### config.mk
export PLATFORM = sky130hd
export DESIGN_NAME = hazard_forward_unit
export DESIGN_NICKNAME = d
export VERILOG_FILES = /design/src/rtl/pipe_pkg.sv /design/src/rtl/fwd_sel_gen.sv /design/src/rtl/hazard_forward_unit.sv
export SDC_FILE = /design/constraint.sdc
export NUM_CORES = 1
export LEC_CHECK = 0
export BUFFER_PORTS_ARGS = -buffer_cell sky130_fd_sc_hd__buf_4
export CAP_MARGIN = 20
export CORE_MARGIN = 2
export CORE_UTILIZATION = 40
export DETAILED_ROUTE_END_ITERATION = 8
export PLACE_DENSITY = 0.65
export REMOVE_ABC_BUFFERS = 1
export SLEW_MARGIN = 20
export SYNTH_ARGS = -nofsm -noshare
export SYNTH_HDL_FRONTEND = slang
export SYNTH_SLANG_ARGS = --single-unit
### constraint.sdc
create_clock -name clk -period 2.3 [get_ports clk]
set_clock_uncertainty 0.1 [all_clocks]
set_input_delay 0.46 -clock clk [delete_from_list [all_inputs] [get_ports clk]]
set_output_delay 0.46 -clock clk [all_outputs]
set_load 0.05 [all_outputs]
### src/rtl/pipe_pkg.sv
// Shared pipeline definitions: register-address width, forwarding select codes
// and the per-stage instruction tag used by the hazard/forwarding logic.
package pipe_pkg;

    localparam int REG_AW = 5;

    localparam logic [1:0] SEL_RF  = 2'b00;
    localparam logic [1:0] SEL_WB  = 2'b01;
    localparam logic [1:0] SEL_MEM = 2'b10;

    typedef struct packed {
        logic              valid;
        logic [REG_AW-1:0] rs1;
        logic [REG_AW-1:0] rs2;
        logic [REG_AW-1:0] rd;
        logic              reg_write;
        logic              mem_read;
    } tag_t;

    localparam tag_t BUBBLE_TAG = '0;

    // A stage can supply a forwarded value for src only if it really writes a non-zero rd.
    function automatic logic tag_produces(input tag_t t, input logic [REG_AW-1:0] src);
        return t.valid && t.reg_write && (t.rd != {REG_AW{1'b0}}) && (t.rd == src);
    endfunction

endpackage

### src/rtl/fwd_sel_gen.sv
// Forwarding select for one EX operand: picks the youngest in-flight producer
// of the source register, MEM ahead of WB, falling back to the register file.
module fwd_sel_gen
    import pipe_pkg::*;
(
    input  logic [REG_AW-1:0] src,
    input  tag_t              mem_tag,
    input  tag_t              wb_tag,
    output logic [1:0]        sel
);

    logic unused_tag_bits_s;

    // Source-register fields and load flag of the older stages play no part in forwarding.
    assign unused_tag_bits_s = ^{mem_tag.rs1, mem_tag.rs2, mem_tag.mem_read,
                                 wb_tag.rs1, wb_tag.rs2, wb_tag.mem_read};

    // Priority select: MEM result is more recent than WB result.
    always_comb begin
        sel = SEL_RF;
        if (tag_produces(mem_tag, src)) begin
            sel = SEL_MEM;
        end else if (tag_produces(wb_tag, src)) begin
            sel = SEL_WB;
        end else begin
            sel = SEL_RF;
        end
    end

endmodule

### src/rtl/hazard_forward_unit.sv
// Load-use hazard detection and EX-operand forwarding for a 5-stage pipeline,
// tracking EX/MEM/WB instruction tags and counting stall cycles.
module hazard_forward_unit #(
    parameter int REG_AW = 5,
    parameter int CNT_W  = 16
) (
    input  logic              clk,
    input  logic              rst_n,
    input  logic              id_valid,
    input  logic [REG_AW-1:0] id_rs1,
    input  logic [REG_AW-1:0] id_rs2,
    input  logic [REG_AW-1:0] id_rd,
    input  logic              id_reg_write,
    input  logic              id_mem_read,
    input  logic              flush,
    output logic [1:0]        fwd_a_sel,
    output logic [1:0]        fwd_b_sel,
    output logic              stall,
    output logic              bubble,
    output logic [CNT_W-1:0]  stall_count
);

    import pipe_pkg::*;

    tag_t             ex_q, ex_d;
    tag_t             mem_q, mem_d;
    tag_t             wb_q, wb_d;
    logic [CNT_W-1:0] cnt_q, cnt_d;
    logic             stall_s;
    logic             insert_bubble_s;

    // Load in EX whose result the ID instruction needs; a flush makes the wait pointless.
    always_comb begin
        stall_s = 1'b0;
        if (id_valid && ex_q.valid && ex_q.mem_read && (ex_q.rd != {REG_AW{1'b0}}) &&
            ((ex_q.rd == id_rs1) || (ex_q.rd == id_rs2)) && !flush) begin
            stall_s = 1'b1;
        end else begin
            stall_s = 1'b0;
        end
    end

    assign insert_bubble_s = stall_s | flush;

    // Next tag pipeline and saturating stall counter.
    always_comb begin
        ex_d  = BUBBLE_TAG;
        mem_d = ex_q;
        wb_d  = mem_q;
        cnt_d = cnt_q;
        if (insert_bubble_s) begin
            ex_d = BUBBLE_TAG;
        end else begin
            ex_d.valid     = id_valid;
            ex_d.rs1       = id_rs1;
            ex_d.rs2       = id_rs2;
            ex_d.rd        = id_rd;
            ex_d.reg_write = id_reg_write;
            ex_d.mem_read  = id_mem_read;
        end
        if (stall_s && (cnt_q != {CNT_W{1'b1}})) begin
            cnt_d = cnt_q + {{(CNT_W-1){1'b0}}, 1'b1};
        end else begin
            cnt_d = cnt_q;
        end
    end

    // State registers; reset discards every in-flight tag.
    always_ff @(posedge clk or negedge rst_n) begin
        if (!rst_n) begin
            ex_q  <= BUBBLE_TAG;
            mem_q <= BUBBLE_TAG;
            wb_q  <= BUBBLE_TAG;
            cnt_q <= {CNT_W{1'b0}};
        end else begin
            ex_q  <= ex_d;
            mem_q <= mem_d;
            wb_q  <= wb_d;
            cnt_q <= cnt_d;
        end
    end

    fwd_sel_gen u_fwd_a (
        .src     (ex_q.rs1),
        .mem_tag (mem_q),
        .wb_tag  (wb_q),
        .sel     (fwd_a_sel)
    );

    fwd_sel_gen u_fwd_b (
        .src     (ex_q.rs2),
        .mem_tag (mem_q),
        .wb_tag  (wb_q),
        .sel     (fwd_b_sel)
    );

    assign stall       = stall_s;
    assign bubble      = insert_bubble_s;
    assign stall_count = cnt_q;

endmodule

==> summary.md <==
| Metric | Value |
|---|---|
| Status | `finished with violations` |
| Failing checks | `setup timing` |
| Via Count | `roughly 1,500` |
| Clock Path Buffers | `2` |
| Avg WL per Cell | `13.7 um` |
| Post-Synth Adder-Cell Area | `0.556%` |
| Cell area after layout | `2970 um2` |
| Remaining Overflow, GRT | `0` |
| Min Tclk post-route | `between 2 and 2.5 ns` |
| Ys Warns | `0` |
| Post-synth top cells | `dfrtp_1, xnor2_1, and2_1` |
| Post-synth top area share | `53.3%` |
| Die Y | `79.0 um` |
| Final std cells w/o fill | `318` |
| CP endpoint kind | `primary output` |
| Synth area leader | `dfrtp_1` |
| Hpwl dp | `3.19 mm` |
| Leading post-synthesis cells by cell area | `dfrtp_1, xnor2_1, and2_1` |
| Post-Syn Instances | `~180` |
| Starting density of the core | `around 40%` |
| Leakage power | `0.00132 uW` |
| First-pass GRT wire length | `7.42 mm` |
| Largest family of logic cells by synthesized area | `simple AND/OR/NAND/NOR gates` |
| ANT cells | `0` |
| Top-count cell post-synth | `dfrtp_1` |
| Ports | `43` |
| CP Max Fanout | `2` |
| Max-cap viol count | `0` |
| Pwr dens | `583 nW/um2` |
| Slew margin rel. | `60.7%` |
| Unrepaired setup endpoints after global routing | `yes` |
| Top FF cell, synth | `dfrtp_1` |
| Clk pin slew, worst setup/hold paths | `0.08 ns` |
| RR Endpoint | `stall_count[10]` |
| CTS root buffer | `clkbuf_8` |
| Post-synth EDFFs | `0` |
| Port Buffer Count | `42` |
| Slew of the pin with the lowest slew margin | `0.590 ns` |
| Final Hold Viols | `0` |
| Dpl cell area | `2690 um2` |
| Netlist cell types | `32` |
| Synthesized area | `2250 um2` |
| Reg2reg start | `stall_count[0]` |
| RD Place Congestion | `0.821` |
| Maximum VDD drop | `233 uV` |
| Ys async rst share | `100%` |
| Initial antenna violation count | `0` |
| DR iter-0 viols | `78` |
| Mux share of post-synthesis cell area | `0.667%` |
| Remaining antenna violation count | `0` |
| Crit path launch type | `flip-flop` |
| Final worst slack | `-0.165 ns` |
| Pre-antenna DRT Iters | `4` |
| Routed WL | `4.37 mm` |
| Clk sink count | `48` |
| Share of post-route cells with drive strength above 1 | `36.6%` |
| Critical path required time | `about 1.7 ns` |
| Syn Area/Cell | `12.2 um2` |
| FP Rows | `27` |
| Setup CP Type | `flip-flop to primary output` |
| Die area | `6250 um2` |
| Skew-Pair Late Insertion Delay | `0.30 ns` |
| Layout filler cell count | `501` |
| WP data arrival | `1.90 ns` |
| Hold WC Path Type | `input pin to asynchronous set/reset pin` |
| H-tree depth | `2` |
| Compound-Gate Fraction of Synth Area | `5.94%` |
| Via density | `4.75` |
| Reg2Reg Setup Slack | `approximately 0.38 ns` |
| Number of cells on the worst reg-to-reg path | `6` |
| Core footprint | `5470 um2` |
| Final setup violation count | `3` |
| Chip Width | `slightly below 80 um` |
| CTS tree | `built` |
| Area Growth Syn to Fin | `31.8%` |
| CTS buffer count | `5` |
| Detailed-route DRC error count | `0` |
| Synth Area in Simple Gates | `slightly above 20%` |
| Final nets | `~270` |
| Gr usage total | `15.5%` |
| Seq/Total Area, Yosys | `between 50% and 60%` |
| Period utilization | `107%` |
| Fmax | `406 MHz` |
| DP Cell Count | `a little over 300` |
| Post-Synth XOR/XNOR Area | `17.5%` |
| Vias in the first global route | `1,581` |
| FF+latch count, synth | `48` |
| Pins Over Slew Limit | `0` |
| Largest net degree at the start of global routing | `between 40 and 50` |
-- report_power, final --
part	switching (uW)	internal (uW)	total, uW
Sequential	32.4	874	906
Clock	276	355	632
Combinational	96.6	96.3	193
Total	405	1330	1730
-- layer usage --
| layer | routed length (um) | up-vias | GRT usage (%) |
|---|---|---|---|
| met2 | 2210 | 29 | 25.4 |
| met4 | 72 | 0 | 5.69 |
| li1 | - | 750 | - |
| met1 | 1920 | 724 | 19.9 |
| met3 | 167 | 7 | 3.64 |
| met5 | 0 | - | 0 |
-- layout by cell type, fill, tap and decap left out, types with 2 or more instances in the layout --
cell type | Yosys | final
nor2_1 | 5 | 5
dfrtp_1 | 48 | 44
nand2_1 | 8 | 8
buf_6 | 2 | 4
nand3_1 | 16 | 16
clkbuf_8 | 0 | 6
or4_4 | 0 | 2
xor2_1 | 13 | 13
xnor2_2 | 0 | 3
and2_1 | 20 | 20
nor3_1 | 4 | 4
nand4_1 | 5 | 5
inv_1 | 3 | 3
dfrtp_2 | 0 | 4
nor4_4 | 0 | 4
and3_1 | 3 | 3
buf_4 | 0 | 51
xnor2_1 | 32 | 29
-- critical path, stage by stage, from the launching register on --
cell and delay, ns:
dfrtp_1 0.40, xor2_1 0.16, or4_4 0.55, nor4_4 0.30
buf_6 0.19
-- stage by stage --
stage	worst slack [ns]	hold WS, ns	power (uW)	utilization (%)	TNS, ns
3_5_place_dp	0.0552	0.237	1090	49.1	0
6_report	-0.165	0.0578	1730	54.3	-0.402
2_1_floorplan	-1.18	0.0644	1010	-	-2.22
3_3_place_gp	0.0997	0.232	1090	49.1	0
5_1_grt	-0.227	0.101	1810	54.3	-0.611
4_1_cts	-0.191	0.0711	1740	52.2	-0.347
-- area by class of cell --
class / count / area (um2) / area share, %
multi-input combinational: 131 / 1100 / 37.0
inverter: 3 / 11.3 / 0.379
clock buffer: 6 / 82.6 / 2.78
tap: 72 / 90.1 / 3.03
sequential: 48 / 1210 / 40.6
timing repair buffer: 56 / 443 / 14.9
clock inverter: 2 / 38.8 / 1.31
-- sequential cells by signal (all words and copies together), names as in the netlist --
signal,cells
ex_q,18
stall_count,16
mem_q,7
wb_q,7
-- what timing repair did --
| action | CTS | global route |
|---|---|---|
| endpoints found under the setup margin | 3 | 6 |
| resized for setup | 5 | 16 |
| buffers inserted | 2 | 5 |
| pin swaps | 5 | 2 |
| hold endpoints to repair | 0 | 0 |
| hold buffers | 0 | 0 |
-- logic make-up (layout without fill, tap and decap cells) --
| group | after synthesis | after routing |
|---|---|---|
| adder cells (fa/ha/maj) | 1 | 1 |
| XOR/XNOR | 45 | 45 |
| AND/OR/NAND/NOR | 76 | 76 |
| flip-flops | 48 | 48 |
| AO/OA/AOI/OAI | 8 | 8 |
| multiplexers | 1 | 1 |
| buffers and inverters | 5 | 67 |
-- worst max-delay path by stage --
stage,from,end,slack [ns],cells after the start
finish,ex_q[10],fwd_b_sel[0],-0.16,4
global route,ex_q[10],fwd_b_sel[0],-0.23,4
CTS,ex_q[10],fwd_b_sel[0],-0.19,4
detailed placement,mem_q[3],fwd_b_sel[0],0.06,5
global placement,mem_q[3],fwd_b_sel[0],0.1,5
floorplan,mem_q[4],fwd_a_sel[0],-1.18,4
No activity file was read; power rests on OpenSTA's default activity.
